**src/rtl/pbtn_events_if.sv**
```systemverilog
// Pushbutton event bus: debounced levels and controls in, event pulses and
// sticky pending flags out. The master drives the inputs; pbtn_events is the slave.
interface pbtn_events_if #(
    parameter int N_PB = 5
);
    logic [N_PB-1:0] pbtn_db;
    logic [N_PB-1:0] repeat_en;
    logic [N_PB-1:0] ev_clr;
    logic [N_PB-1:0] press_pulse;
    logic [N_PB-1:0] repeat_pulse;
    logic [N_PB-1:0] release_pulse;
    logic [N_PB-1:0] ev_pulse;
    logic [N_PB-1:0] ev_pending;

    modport master (
        output pbtn_db, repeat_en, ev_clr,
        input  press_pulse, repeat_pulse, release_pulse, ev_pulse, ev_pending
    );

    modport slave (
        input  pbtn_db, repeat_en, ev_clr,
        output press_pulse, repeat_pulse, release_pulse, ev_pulse, ev_pending
    );
endinterface

```
**src/rtl/pbtn_events.sv**
```systemverilog
// Turns debounced pushbutton levels into one-cycle press / auto-repeat /
// release events and sticky pending flags. Every button has an independent
// FSM and hold/repeat counter; all outputs are registered.
module pbtn_events #(
    parameter int N_PB          = 5,
    parameter int SIMULATE      = 0,
    parameter int HOLD_CYCLES   = 50_000_000,
    parameter int REPEAT_CYCLES = 10_000_000
) (
    input  logic         SI_ClkIn,
    input  logic         SI_Reset_N,
    pbtn_events_if.slave bus
);

    localparam int HOLD_EFF   = (SIMULATE != 0) ? 20 : HOLD_CYCLES;
    localparam int REPEAT_EFF = (SIMULATE != 0) ? 5  : REPEAT_CYCLES;
    localparam int MAX_EFF    = (HOLD_EFF > REPEAT_EFF) ? HOLD_EFF : REPEAT_EFF;
    localparam int CNT_W      = $clog2(MAX_EFF) + 1;

    localparam logic [CNT_W-1:0] HOLD_LAST   = CNT_W'(HOLD_EFF - 1);
    localparam logic [CNT_W-1:0] REPEAT_LAST = CNT_W'(REPEAT_EFF - 1);

    typedef enum logic [2:0] {
        ST_IDLE,
        ST_DELAY,
        ST_REPEAT,
        ST_HELD,
        ST_BLOCKED
    } state_t;

    state_t           state [N_PB];
    logic [CNT_W-1:0] cnt   [N_PB];
    logic             prime;
    logic [N_PB-1:0]  prev;
    logic [N_PB-1:0]  press_ev;
    logic [N_PB-1:0]  repeat_ev;
    logic [N_PB-1:0]  release_ev;

    // Decide which events each button raises at the coming edge; release
    // wins over a repeat because a repeat needs the button still held.
    always_comb begin
        press_ev   = '0;
        repeat_ev  = '0;
        release_ev = '0;
        for (int i = 0; i < N_PB; i++) begin
            press_ev[i]   = prime && (state[i] == ST_IDLE) &&
                            bus.pbtn_db[i] && !prev[i];
            release_ev[i] = prime && !bus.pbtn_db[i] &&
                            ((state[i] == ST_DELAY) || (state[i] == ST_REPEAT) ||
                             (state[i] == ST_HELD));
            repeat_ev[i]  = prime && bus.pbtn_db[i] && bus.repeat_en[i] &&
                            (((state[i] == ST_DELAY)  && (cnt[i] == HOLD_LAST)) ||
                             ((state[i] == ST_REPEAT) && (cnt[i] == REPEAT_LAST)));
        end
    end

    // Per-button FSMs, counters and registered outputs. A pending flag being
    // cleared while its ev_pulse is on the bus stays set, so a clear can never
    // swallow an event the reader has not seen yet.
    always_ff @(posedge SI_ClkIn or negedge SI_Reset_N) begin
        if (!SI_Reset_N) begin
            prime             <= 1'b0;
            prev              <= '0;
            bus.press_pulse   <= '0;
            bus.repeat_pulse  <= '0;
            bus.release_pulse <= '0;
            bus.ev_pulse      <= '0;
            bus.ev_pending    <= '0;
            for (int i = 0; i < N_PB; i++) begin
                state[i] <= ST_IDLE;
                cnt[i]   <= '0;
            end
        end else begin
            prime             <= 1'b1;
            prev              <= bus.pbtn_db;
            bus.press_pulse   <= press_ev;
            bus.repeat_pulse  <= repeat_ev;
            bus.release_pulse <= release_ev;
            bus.ev_pulse      <= press_ev | repeat_ev;
            bus.ev_pending    <= press_ev | repeat_ev | bus.ev_pulse |
                                 (bus.ev_pending & ~bus.ev_clr);
            for (int i = 0; i < N_PB; i++) begin
                if (!prime) begin
                    state[i] <= bus.pbtn_db[i] ? ST_BLOCKED : ST_IDLE;
                    cnt[i]   <= '0;
                end else begin
                    case (state[i])
                        ST_IDLE: begin
                            if (press_ev[i]) begin
                                state[i] <= bus.repeat_en[i] ? ST_DELAY : ST_HELD;
                                cnt[i]   <= '0;
                            end
                        end
                        ST_DELAY, ST_REPEAT: begin
                            if (!bus.pbtn_db[i]) begin
                                state[i] <= ST_IDLE;
                                cnt[i]   <= '0;
                            end else if (!bus.repeat_en[i]) begin
                                state[i] <= ST_HELD;
                                cnt[i]   <= '0;
                            end else if (repeat_ev[i]) begin
                                state[i] <= ST_REPEAT;
                                cnt[i]   <= '0;
                            end else begin
                                cnt[i] <= cnt[i] + 1'b1;
                            end
                        end
                        ST_HELD, ST_BLOCKED: begin
                            if (!bus.pbtn_db[i]) begin
                                state[i] <= ST_IDLE;
                                cnt[i]   <= '0;
                            end
                        end
                        default: begin
                            state[i] <= ST_IDLE;
                            cnt[i]   <= '0;
                        end
                    endcase
                end
            end
        end
    end

endmodule

```
**src/flat_wrapper.sv**
```systemverilog
// flat-port wrapper written by rule: the top's interface ports become plain ports
module pbtn_events_flat 
#(
    parameter int N_PB          = 5,
    parameter int SIMULATE      = 0,
    parameter int HOLD_CYCLES   = 50_000_000,
    parameter int REPEAT_CYCLES = 10_000_000
)
  (SI_ClkIn, SI_Reset_N, bus_pbtn_db, bus_repeat_en, bus_ev_clr, bus_press_pulse, bus_repeat_pulse, bus_release_pulse, bus_ev_pulse, bus_ev_pending);
  pbtn_events_if #(.N_PB(N_PB)) bus_i ();
  input  logic SI_ClkIn;
  input  logic SI_Reset_N;
  input wire logic [$bits(bus_i.pbtn_db)-1:0] bus_pbtn_db;
  input wire logic [$bits(bus_i.repeat_en)-1:0] bus_repeat_en;
  input wire logic [$bits(bus_i.ev_clr)-1:0] bus_ev_clr;
  output wire logic [$bits(bus_i.press_pulse)-1:0] bus_press_pulse;
  output wire logic [$bits(bus_i.repeat_pulse)-1:0] bus_repeat_pulse;
  output wire logic [$bits(bus_i.release_pulse)-1:0] bus_release_pulse;
  output wire logic [$bits(bus_i.ev_pulse)-1:0] bus_ev_pulse;
  output wire logic [$bits(bus_i.ev_pending)-1:0] bus_ev_pending;
  assign bus_i.pbtn_db = bus_pbtn_db;
  assign bus_i.repeat_en = bus_repeat_en;
  assign bus_i.ev_clr = bus_ev_clr;
  assign bus_press_pulse = bus_i.press_pulse;
  assign bus_repeat_pulse = bus_i.repeat_pulse;
  assign bus_release_pulse = bus_i.release_pulse;
  assign bus_ev_pulse = bus_i.ev_pulse;
  assign bus_ev_pending = bus_i.ev_pending;
  pbtn_events #(.N_PB(N_PB), .SIMULATE(SIMULATE), .HOLD_CYCLES(HOLD_CYCLES), .REPEAT_CYCLES(REPEAT_CYCLES)) u_core (.SI_ClkIn(SI_ClkIn), .SI_Reset_N(SI_Reset_N), .bus(bus_i));
endmodule
```
**config.mk**
```make
export PLATFORM = sky130hd
export DESIGN_NAME = pbtn_events_flat
export DESIGN_NICKNAME = d
export VERILOG_FILES = /design/src/rtl/pbtn_events_if.sv /design/src/rtl/pbtn_events.sv /design/src/flat_wrapper.sv
export SDC_FILE = /design/constraint.sdc
export NUM_CORES = 1
export LEC_CHECK = 0
export CELL_PAD_IN_SITES_DETAIL_PLACEMENT = 0
export CELL_PAD_IN_SITES_GLOBAL_PLACEMENT = 2
export CORE_MARGIN = 1
export CORE_UTILIZATION = 35
export DETAILED_ROUTE_END_ITERATION = 6
export GPL_TIMING_DRIVEN = 0
export HOLD_SLACK_MARGIN = 0.03
export PLACE_DENSITY = 0.8
export SYNTH_ARGS = -nofsm -noshare
export SYNTH_HDL_FRONTEND = slang
export SYNTH_SLANG_ARGS = --single-unit
export TNS_END_PERCENT = 10
```
**constraint.sdc**
```tcl
create_clock -name SI_ClkIn -period 3.1 [get_ports SI_ClkIn]
set_input_delay 0.62 -clock SI_ClkIn [delete_from_list [all_inputs] [get_ports SI_ClkIn]]
set_output_delay 0.62 -clock SI_ClkIn [all_outputs]
set_load 0.03 [all_outputs]
```
==> impl_metrics.json, run 1 <==
{
  "tritoncts_clock_tree": "done",
  "dr_total_vias": 8769,
  "grt_remaining_overflow": 0,
  "path_cells": "clkdlybuf4s50_1 -> nor2b_1 -> nor4_1 -> o21a_1 -> clkbuf_1 -> a21oi_1 -> clkbuf_1 -> a21oi_1",
  "final_util": 0.414,
  "timing.final.setup_violations": 0,
  "timing.critical_path.to_type": "flop",
  "grt_antenna_before_repair": 1,
  "post_drt_wl_per_cell_um": 17.3,
  "power-per-cell-area_nw_per_um2": 517,
  "cts_post_setup_buffers_inserted": 0,
  "worstRegToRegCells": 8,
  "synth_compound_gate_area_share": 0.180,
  "timing.max_cap.violations": 0,
  "horiz_die_dim_um": 171,
  "layout_commonest_cell": "dfrtp_1",
  "tritoncts_buffer_count": 17,
  "synth_top_family_by_area": "simple AND/OR/NAND/NOR gates",
  "design.portCount": 42,
  "place_hpwl_um": 18400,
  "timing_worst_setup_path_type": "in -> reg",
  "synth_xor_xnor_area_share": 0.0201,
  "antenna-diode-count": 0,
  "clock_tree.htree_level_count": 4,
  "core-area_um2": 28000,
  "clock-root-buffer": "clkbuf_16",
  "timing.reg2reg.setup_slack_ps": 210,
  "ys.warnings.count": 0,
  "synth_adder_area_share": 0.00624,
  "number_of_global_route_vias_before_repair": 8612,
  "mean_instance_size_in_the_synthesized_netlist_um2": 9.20,
  "worst-endpoint-arrival_ps": 3350,
  "timing.hold.worst.class": "in -> async",
  "finish.net_count": 1174,
  "initialDrtViolationCount": 609,
  "yosys.area_share.simple": 0.295,
  "post_cts.resized_instances": 2,
  "drtAntennaViolNets": 0,
  "mappedNetlistNets": 1113,
  "max_freq_mhz": 327,
  "leakage_nw": 4.36,
  "post_synth_mux_area_share": 0.00661,
  "detailedRoute.firstPassIterationCount": 5,
  "clk-insertion-delay-late_ps": 440,
  "slew_viol_final": 0,
  "clk_transition_reported_paths_ps": 70,
  "area_growth_syn_to_layout_pct": 15.6,
  "number_of_buffers_on_the_longest_clock_path": 2,
  "row_count": 61,
  "timing.critical_path.slowest_cell_delay_ps": 650,
  "fin_crit_sh": 0.986,
  "synth_cell_type_count": 82,
  "p_total_w": 0.00599,
  "die_area_um2": 29300,
  "area_after_dpl_um2": 10900,
  "clock_skew_ps": 13.8,
  "ffs_latches_synth": 181,
  "critPathMaxFanout": 10,
  "peakVddDrop_mv": 0.396,
  "most_frequent_cells_in_the_layout": "181 x dfrtp_1, 84 x a21oi_1, 82 x nand2_1",
  "crit_path_top_delay_cell": "clkdlybuf4s50_1",
  "ctsHoldBuffers": 0,
  "placement.io_buffers": 41,
  "avgViaCountPerCell": 5.68,
  "routed_wl_um": 26800,
  "place.gp.congestion": 0.789,
  "grt_max_degree": 96,
  "layout.cell_area.non_filler_um2": 11600,
  "r2r-start": "u_core.state[10]",
  "yosys_most_used_dff": "dfrtp_1",
  "r2r_end": "u_core.cnt[100]",
  "setup_repair_after_global_routing_missed_its_margin": "true",
  "grt_pass1_wl_um": 45200,
  "die-height_um": 171,
  "timing.critical_path.required_ps": 3400,
  "timing_hold_violations_final": 0,
  "postSynthCellCount": 1091,
  "relSlewSlack": 0.420,
  "worstMarginPinSlew_ps": 863,
  "synth.cell_area_um2": 10000,
  "floorplan.initialDensity": 0.358,
  "seq_area_frac_synth": 0.451,
  "remaining_drc_errors": 0,
  "drive_above_1_share": 0.0781,
  "async_flop_share": 1.00,
  "numClockSinks": 181,
  "run_status": "finished clean",
  "synth-edff-count": 0,
  "crit_path_start_kind": "input port",
  "fin_crit_ps": 3060,
  "totalNegativeSetupSlack_ps": 0,
  "grt_usage": 0.194,
  "crit_path_start": "bus_pbtn_db[3]"
}
-- power breakdown --
| group | total (W) | leakage, nW | switching (W) | internal (W) |
|---|---|---|---|---|
| logic | 0.00111 | 1.56 | 0.000768 | 0.000343 |
| clock network | 0.00238 | 0.309 | 0.00107 | 0.00131 |
| registers | 0.00250 | 2.49 | 0.0000514 | 0.00245 |
-- final cells by class --
| type | instances | area (um^2) |
|---|---|---|
| Fill cell | 2836 | 16400 |
| Multi-Input combinational cell | 814 | 5110 |
| Sequential cell | 181 | 4530 |
| Tap cell | 378 | 473 |
| Timing Repair Buffer | 42 | 443 |
| Clock buffer | 17 | 425 |
| Buffer | 60 | 274 |
| Clock inverter | 15 | 206 |
| Inverter | 36 | 135 |
-- cells by family (layout without fill, tap and decap cells) --
group / after synthesis / after routing
and+or+nand+nor: 504 / 504
AOI/OAI and AO/OA: 275 / 275
DFF: 181 / 181
buffers and inverters: 96 / 170
xor gates and xnor gates: 23 / 23
muxes: 6 / 6
adders and majority gates: 5 / 5
other: 1 / 1
-- layer usage --
layer	routed length [um]	track usage
met5	0	0
met3	799	0.0306
met1	12800	0.261
met4	232	0.0454
met2	13000	0.325
-- state kept, by name (all words and copies together) (netlist names) --
name / cells
u_core.bus.ev_pending: 5
u_core.bus.ev_pulse: 5
u_core.bus.press_pulse: 5
u_core.bus.release_pulse: 5
u_core.bus.repeat_pulse: 5
u_core.cnt: 135
u_core.prev: 5
u_core.prime: 1
u_core.state: 15
-- synthesized netlist by cell type (5+ instances only) --
library cell  number  area (um^2)
or3_1             41          257
or4b_2             5         50.1
a31o_2             6         52.6
nand4b_1           5         43.8
o21a_1             7         52.6
clkbuf_1          47          176
nand2b_1          11         68.8
nand3_1           69          345
buf_2              7         35.0
xnor2_1           18          158
nand4_1           34          213
nand2_1           82          308
a22o_1            13          114
nor4b_1           10         87.6
a21boi_0           7         52.6
and4_1            13          114
a21oi_1           85          425
or2_2              8         50.1
nor4_1            27          169
xor2_1             5         43.8
nor3_1            24          120
mux2_2             5         56.3
nor2b_1            8         50.1
ha_1               5         62.6
dfrtp_1          181         4530
and2_1            10         62.6
a211o_1            8         70.1
nor2_1            54          203
or4_1             49          368
a31oi_1           12         75.1
inv_1             34          128
nand3b_1           6         45.0
o21ai_0           52          260
and3_1            17          106
o31ai_1           41          308
-- critical path: cells and delay by family --
family | cells | cell delay (ps)
AOI/OAI and AO/OA | 3 | 1010
buffers and inverters | 3 | 1400
and+or+nand+nor | 2 | 310
-- worst max-delay path by stage --
stage                endpoint  cells past startpoint
6_report       u_core.cnt[37]                      8
3_5_place_dp   u_core.cnt[20]                      9
2_1_floorplan  u_core.cnt[54]                      6
4_1_cts        u_core.cnt[37]                      8
5_1_grt        u_core.cnt[35]                      8
3_3_place_gp   u_core.cnt[13]                      1
-- stage by stage --
| stage | hold WS (ps) | std cells | setup slack [ps] |
|---|---|---|---|
| after floorplan | 324 | 1091 | 647 |
| after global placement | 445 | 1510 | -6720 |
| after detailed placement | 451 | 1511 | -551 |
| after CTS | 200 | 1543 | 55.4 |
| after global routing | 209 | 1543 | -131 |
| final | 165 | 1543 | 44.6 |
No activity file was read; power rests on OpenSTA's default activity.
==> run 2: changes to the inputs <==
ABC_CLOCK_PERIOD_IN_PS = 3100   (was not set)
==> results of run 2 <==
No change in the layout: final DEF, timing and power equal those of run 1.
==> run 3: changes to the inputs <==
CTS_BUF_LIST = sky130_fd_sc_hd__clkbuf_8 sky130_fd_sc_hd__clkbuf_16   (was not set)
SKIP_LAST_GASP = 1   (was not set)
==> impl_metrics.json, run 3 (synthesized netlist as in run 1, its figures left out) <==
{
  "final_util": 0.414,
  "remaining_drc_errors": 0,
  "fin_crit_ps": 3050,
  "grt_usage": 0.194,
  "tritoncts_buffer_count": 17,
  "floorplan.initialDensity": 0.358,
  "crit_path_start_kind": "input port",
  "top_register": "u_core.cnt",
  "dp.cells": 1511,
  "power-per-cell-area_nw_per_um2": 517,
  "setup_repair_after_global_routing_missed_its_margin": "true",
  "clk_transition_reported_paths_ps": 70,
  "area_growth_syn_to_layout_pct": 15.5,
  "grt_remaining_overflow": 0,
  "fin_crit_sh": 0.985,
  "max_freq_mhz": 328,
  "most_frequent_cells_in_the_layout": "181 x dfrtp_1, 84 x a21oi_1, 82 x nand2_1",
  "design.portCount": 42,
  "area_after_dpl_um2": 10900,
  "run_status": "finished clean",
  "timing_worst_setup_path_type": "in -> reg",
  "die-height_um": 171,
  "layout_commonest_cell": "dfrtp_1",
  "detailedRoute.firstPassIterationCount": 5,
  "routed_wl_um": 26800,
  "drive_above_1_share": 0.0764,
  "clk-insertion-delay-late_ps": 440,
  "die_area_um2": 29300,
  "critPathMaxFanout": 10,
  "max_reg_flops": 135,
  "totalNegativeSetupSlack_ps": 0,
  "dr_total_vias": 8782,
  "number_of_buffers_on_the_longest_clock_path": 2,
  "row_count": 61,
  "p_total_w": 0.00599,
  "drtAntennaViolNets": 0,
  "tritoncts_clock_tree": "done",
  "ctsHoldBuffers": 0,
  "timing.critical_path.required_ps": 3400,
  "layout.cell_area.non_filler_um2": 11600,
  "finish.net_count": 1174,
  "initialDrtViolationCount": 567,
  "worstMarginPinSlew_ps": 918,
  "antenna-diode-count": 0,
  "path_cells": "clkdlybuf4s50_1 -> nor2b_1 -> nor4_1 -> o21a_1 -> clkbuf_1 -> a21oi_1 -> clkbuf_1 -> a21oi_1",
  "clock-root-buffer": "clkbuf_16",
  "timing.critical_path.to_type": "flop",
  "grt_antenna_before_repair": 1,
  "timing.critical_path.slowest_cell_delay_ps": 640,
  "grt_max_degree": 96,
  "place.gp.congestion": 0.789,
  "slew_viol_final": 0,
  "place_hpwl_um": 18400,
  "timing_hold_violations_final": 0,
  "clock_tree.htree_level_count": 4,
  "crit_path_top_delay_cell": "clkdlybuf4s50_1",
  "timing.hold.worst.class": "in -> async",
  "placement.io_buffers": 41,
  "avgViaCountPerCell": 5.69,
  "timing.final.setup_violations": 0,
  "leakage_nw": 4.36,
  "clock_skew_ps": 14.4,
  "horiz_die_dim_um": 171,
  "worst-endpoint-arrival_ps": 3350,
  "largestRegisters": "u_core.cnt (135), u_core.state (15)",
  "timing.max_cap.violations": 0,
  "peakVddDrop_mv": 0.397,
  "stdcell_count": 1543,
  "number_of_global_route_vias_before_repair": 8612,
  "numClockSinks": 181,
  "relSlewSlack": 0.382,
  "fillers": 2834,
  "core-area_um2": 28000,
  "grt_pass1_wl_um": 45200,
  "post_drt_wl_per_cell_um": 17.3
}
==> run 3: cell counts in the layout (fill, tap and decap cells not counted) <==
No cell type changed its count.
==> run 3: per-layer routing <==
layer	global-route usage	up-vias	routed length [um]
li1	-	4291	-
met4	0.0454	0	214
met2	0.325	121	12900
met5	0	-	0
met1	0.261	4356	12900
met3	0.0306	14	751
==> run 3: path summary, 6_finish.rpt <==
kind                                        start                        to  slack [ps]  cells past startpoint
setup / recovery                   bus_pbtn_db[3]            u_core.cnt[37]          50                      8
hold / removal                         SI_Reset_N            u_core.cnt[97]         170                      1
setup reg to reg                 u_core.state[10]           u_core.cnt[100]         200                      8
hold reg to reg            u_core.bus.ev_pulse[1]  u_core.bus.ev_pending[1]         460                      1
max in group asynchronous              SI_Reset_N             u_core.cnt[7]        1990                      2
min in group SI_ClkIn      u_core.bus.ev_pulse[1]  u_core.bus.ev_pending[1]         460                      1
==> run 3: worst max-delay path, delay by kind of cell <==
family / cells / cell delay (ps)
buffers and inverters: 3 / 1390
AOI/OAI and AO/OA: 3 / 1010
and+or+nand+nor: 2 / 310
==> run 3: metrics by stage <==
step           hold WS [ps]  worst slack [ps]
6_report                167              46.6
5_1_grt                 209              -131
4_1_cts                 200             -46.6
2_1_floorplan           324               647
3_3_place_gp            445             -6720
3_5_place_dp            451              -551
==> run 3: area by class of cell <==
type | instances | area, um^2 | share of cell area
Multi-Input combinational cell | 814 | 5100 | 0.440
Sequential cell | 181 | 4530 | 0.391
Tap cell | 378 | 473 | 0.0408
Timing Repair Buffer | 42 | 443 | 0.0382
Clock buffer | 17 | 425 | 0.0367
Buffer | 60 | 273 | 0.0235
Clock inverter | 15 | 206 | 0.0178
Inverter | 36 | 135 | 0.0117
==> run 3: where the power goes <==
group          switching, W  internal (W)  leakage, nW  total, W
clock network       0.00107       0.00131        0.309   0.00238
registers         0.0000513       0.00245         2.49   0.00250
logic              0.000766      0.000342         1.56   0.00111
==> run 3: timing repair <==
| item | in CTS | in global routing |
|---|---|---|
| setup buffers | 0 | 0 |
| setup endpoints to repair | 20 | 46 |
| gates resized for setup | 1 | 6 |
| pin swaps | 0 | 0 |
==> RTL edit 1: new RTL, settings of run 2 <==
`HOLD_CYCLES` is set to 50_000_000 in 2 places; all go to 100_000_000.
--- a/src/rtl/pbtn_events.sv
+++ b/src/rtl/pbtn_events.sv
@@ -5,5 +5,5 @@
     parameter int N_PB          = 5,
     parameter int SIMULATE      = 0,
-    parameter int HOLD_CYCLES   = 50_000_000,
+    parameter int HOLD_CYCLES   = 100_000_000,
     parameter int REPEAT_CYCLES = 10_000_000
 ) (
--- a/src/flat_wrapper.sv
+++ b/src/flat_wrapper.sv
@@ -4,5 +4,5 @@
     parameter int N_PB          = 5,
     parameter int SIMULATE      = 0,
-    parameter int HOLD_CYCLES   = 50_000_000,
+    parameter int HOLD_CYCLES   = 100_000_000,
     parameter int REPEAT_CYCLES = 10_000_000
 )
Behaviour: no difference found for any inputs over 4 cycles, from zero or initial values and one cycle with SI_Reset_N low; that may be too few to reach the edited logic, so the function may still have changed.
==> RTL edit 1 against run 2 <==
  * Routed wire length fell by 10%
  * Setup slack better by 0.22 ns
  * Sequential cell count is 5 higher
  * Power is 4.0% lower
  * Fmax is 7.8% higher
  * Area after synthesis decreased by 0.61%
  * Sequential share of layout area up 1.3 points
  * Design area decreased by 0.57%
  * Highest routed layer unchanged
==> RTL edit 1: results (changes against run 2) <==
clock_network:
  clock-root-buffer: "clkbuf_16"  # unchanged
  clkLatencyLatePin_ns: 0.44  # about the same
  clk_pin_slew_worst_paths_ns: 0.07  # about the same
  htreeDepth: 4  # unchanged
  cts_setup_buffers: 0  # unchanged
  ctsResizeCount: 0  # was 2
  numCtsBuffers: 17  # unchanged
  clockBufferDepth: 2  # unchanged
grt:
  grtUsageTotal_pct: 17.5  # was 19.4%
  grt_max_degree: 115  # was 96
  grt_first_pass_wirelength_mm: 40.8  # was 45.2 mm
  overflow: 0  # unchanged
  use_met2_pct: 26.7  # was 32.5%
  grt_antenna_before_repair: 0  # was 1
  met3_usage_pct: 2.94  # was 3.06%
  met1_usage_pct: 25.5  # was 26.1%
  grt_pass1_vias: 7672  # was 8612
placed_design:
  dp_hpwl_mm: 16.5  # was 18.4 mm
  placement.io_buffers: 41  # unchanged
  placed_area_sq_um: 10900  # about the same
  place.gp.congestion: 0.788  # was 0.789
timing:
  fin_skew_ns: 0.0121  # was 0.0138 ns
  relSlewSlack_pct: 44.5  # was 42.0%
route:
  first_pass_iters: 5  # unchanged
  wl_per_cell_microns: 15.7  # was 17.3 microns
  via_count: 8014  # was 8769
  drt_iter0_drc: 502  # was 609
yosys:
  syn-num-nets: 1099  # was 1113
  synthTopCellsByArea: "dfrtp_1 47%, xnor2_1 6.8%, nor2_1 6.4%, nand3_1 3.5%, xor2_1 3.3%"  # was dfrtp_1 45%, a21oi_1 4.2%, or4_1 3.7%, nand3_1 3.4%, nand2_1 3.1%
  synthTopCellsByCount: "186 x dfrtp_1, 169 x nor2_1, 88 x nand2_1, 77 x xnor2_1, 70 x nand3_1"  # was 181 x dfrtp_1, 85 x a21oi_1, 82 x nand2_1, 69 x nand3_1, 54 x nor2_1
  yosysSeqAreaShare_pct: 46.7  # was 45.1%
  synth_flop_cell: "dfrtp_1"  # unchanged
  synth_cell_types: 65  # was 82
  yosysWarnings: 0  # unchanged
  async_flop_share_pct: 100  # unchanged
  yosysTopAreaCellShare_pct: 46.7  # was 45.1%
critical_path:
  critPathArrivalTime_ns: 3.15  # was 3.35 ns
  critPathMaxFanout: 10  # unchanged
  critPathLaunch: "bus_pbtn_db[4]"  # was bus_pbtn_db[3]
  timing.rr.start: "u_core.cnt[77]$_DFFE_PN0P_"  # was u_core.state[10]$_DFFE_PN0P_
power_and_ir_drop:
  leakagePower_uw: 0.00454  # was 0.00436 uW
  ir_worst_vdd_uv: 421  # was 396 uV
  netSwitchingPower_uw: 1600  # was 1890 uW
finish:
  n_antenna_cell: 0  # unchanged
  layout-drive-gt1-share_pct: 5.56  # was 7.81%
  fillers: 2846  # was 2836
  reg_top3: "u_core.cnt (140), u_core.state (15)"  # was u_core.cnt (135), u_core.state (15)
  regArea_sq_um: 4650  # was 4530 sq um
  layout.nets: 1160  # was 1174
run_status:
  status: "finished clean"  # unchanged
worst_hold_path:
  hold_path.class: "input pin to async pin"  # unchanged
==> RTL edit 1: area by class of cell <==
class	instances	share of cell area [%]
buffer	47	1.71
clock buffer	20	3.87
clock inverter	12	1.63
inverter	24	0.781
multi-input combinational	820	43.7
sequential	186	40.4
tap	378	4.10
timing repair buffer	42	3.84
==> RTL edit 1: final timing paths <==
kind	end	slack (ns)	cells after the start
min in group SI_ClkIn	u_core.bus.ev_pending[0]$_DFF_PN0_	0.46	1
max	u_core.state[0]$_DFFE_PN0P_	0.27	8
min	u_core.cnt[109]$_DFFE_PN0P_	0.12	1
min reg2reg	u_core.bus.ev_pending[0]$_DFF_PN0_	0.46	1
max in group asynchronous	u_core.bus.release_pulse[2]$_DFF_PN0_	1.98	2
max reg2reg	u_core.cnt[68]$_DFFE_PN0P_	0.38	7
==> RTL edit 1: stage by stage <==
stage          worst slack, ns  std cells
2_1_floorplan            0.800       1077
3_3_place_gp             -6.85       1496
3_5_place_dp            -0.270       1497
4_1_cts                  0.148       1529
5_1_grt                 0.0222       1529
6_report                 0.266       1529
==> RTL edit 1: critical path, cell delays in order <==
cell and delay (ns):
clkdlybuf4s50_1 0.49, clkbuf_1 0.33, nand3b_1 0.12, a31oi_1 0.55
clkbuf_2 0.36, clkbuf_1 0.41, o21ai_0 0.17, o41ai_1 0.09
==> RTL edit 1: power by group through the flow <==
stage	sequential, uW	combinational, uW	clock, uW
after detailed placement	2570	838	0
after global routing	2540	931	2560
after floorplan	2620	486	0
final	2530	830	2390
after CTS	2530	841	2460
after global placement	2580	834	0
==> RTL edit 1: per-layer routing <==
layer	up-vias	share of wire, %	wire length [microns]
met5	-	0	0
met4	0	0.76	184
met3	10	2.4	586
met2	100	45	10700
met1	3931	52	12600
li1	3973	-	-
==> RTL edit 1: cell families after synthesis <==
kind of cell	share of synthesized area (%)
flops	46.7
other cells	0.0376
fa+ha+maj	0.627
simple gates	30.9
xor+xnor	10.1
compound gates	8.06
buf+inv	2.86
mux	0.740
==> RTL edit 2: new RTL, flow settings as in run 2 <==
Made on the original files. Make the reset (`SI_Reset_N`) synchronous in one clocked block.
--- a/src/rtl/pbtn_events.sv
+++ b/src/rtl/pbtn_events.sv
@@ -58,5 +58,5 @@
     // cleared while its ev_pulse is on the bus stays set, so a clear can never
     // swallow an event the reader has not seen yet.
-    always_ff @(posedge SI_ClkIn or negedge SI_Reset_N) begin
+    always_ff @(posedge SI_ClkIn) begin
         if (!SI_Reset_N) begin
             prime             <= 1'b0;
Formal check against the unedited RTL: differs if SI_Reset_N is asserted again (counterexample within 4 cycles, from zero or initial values and one cycle with SI_Reset_N low); with SI_Reset_N held inactive, the same outputs for 4 cycles.
==> RTL edit 2 against run 2 <==
  * Die area is 4.2% lower
  * Routed wire length is 19% lower
  * Setup slack better by 0.13 ns
  * Design area is 4.1% lower
  * Clock skew is 0.0034 ns higher
  * Area after synthesis is 4.3% lower
  * Critical path depth is 1 lower
  * Largest cell class is now flip-flops and latches
  * Worst hold slack better by 0.32 ns
  * Sequential cell count stayed put
Power is not compared: it rests on default switching activity, and its combinational part moved more than twofold at a synthesized area within 25%.
==> RTL edit 2: results (changes against run 2) <==
route:
  wl_per_cell_microns: 15.8  # was 17.3 microns
  dr_wl_met3_microns: 661  # was 799 microns
  wl_met1_mm: 10.5  # was 12.8 mm
  vias_per_cell: 5.17  # was 5.68
  drt_iter0_drc: 508  # was 609
grt:
  grt_antenna_before_repair: 0  # was 1
  grt_max_degree: 28  # was 96
  grt_pass1_vias: 7044  # was 8612
  grt_first_pass_wirelength_mm: 37.0  # was 45.2 mm
  use_met2_pct: 27.1  # was 32.5%
  met3_usage_pct: 2.93  # was 3.06%
critical_path:
  reg2reg_depth: 6  # was 8
  critPathTopFamily: "simple AND/OR/NAND/NOR gates"  # was buffers and inverters
  critPathMaxFanout: 27  # was 10
  slowest_delay_ns: 0.69  # was 0.65 ns
  crit_path_end: "u_core.cnt[3][25]$_SDFFCE_PP0P_"  # was u_core.cnt[37]$_DFFE_PN0P_
finish:
  fillers: 2635  # was 2836
  multi_input_area_share_pct: 39.0  # was 44.1%
  seq_area_share_pct: 46.0  # was 39.1%
  n_all_buffers: 70  # was 102
  inv_count: 23  # was 36
  final-nonclk-buf-share_pct: 4.84  # was 6.18%
  final_cells: 1370  # was 1543
yosys:
  synthTopCellsByCount: "183 x nor2_1, 149 x edfxtp_1, 80 x nand2_1, 72 x xor2_1, 62 x nand3_1"  # was 181 x dfrtp_1, 85 x a21oi_1, 82 x nand2_1, 69 x nand3_1, 54 x nor2_1
  synth_edf_count: 149  # was 0
  synth_flop_cell: "edfxtp_1"  # was dfrtp_1
  synthTopCellsByArea: "edfxtp_1 47%, nor2_1 7.2%, dfxtp_1 6.7%, xor2_1 6.6%, xnor2_1 4.8%"  # was dfrtp_1 45%, a21oi_1 4.2%, or4_1 3.7%, nand3_1 3.4%, nand2_1 3.1%
  synth_cell_types: 61  # was 82
  syn-num-nets: 977  # was 1113
clock_network:
  ctsResizeCount: 11  # was 2
placed_design:
  placement.io_buffers: 40  # was 41
  post-place-ws_ns: -1.30  # was -0.551 ns
  place.gp.congestion: 0.761  # was 0.789
  placed_area_sq_um: 10400  # was 10900 sq um
run_status:
  status: "finished clean"  # unchanged
timing:
  fin_skew_ns: 0.0172  # was 0.0138 ns
  holdWs_ns: 0.482  # was 0.165 ns
==> RTL edit 2: cell count changes after synthesis, sizes merged, moves of 28 or more <==
cell	delta
or3	-32
xnor2	+35
a21oi	-74
dfxtp	+32
or4	-42
xor2	+67
nor2	+129
clkbuf	-28
dfrtp	-181
o31ai	-33
o21ai	-29
edfxtp	+149
==> RTL edit 2: kinds of logic (layout without fill, tap and decap cells) <==
group                      after synthesis  in the layout  share of synthesized area [%]
DFF                                    181            181                           53.2
adders and majority gates                6              6                          0.756
AOI/OAI and AO/OA                       69             69                           4.72
xor gates and xnor gates               125            125                           11.4
and+or+nand+nor                        522            522                           27.7
buffers and inverters                   51            125                           2.11
muxes                                    1              1                          0.117
==> RTL edit 2: where the power goes <==
group / switching, uW / total, uW / internal [uW]
clock network: 993 / 2300 / 1310
logic: 259 / 448 / 189
registers: 185 / 2990 / 2800
total: 1440 / 5740 / 4300
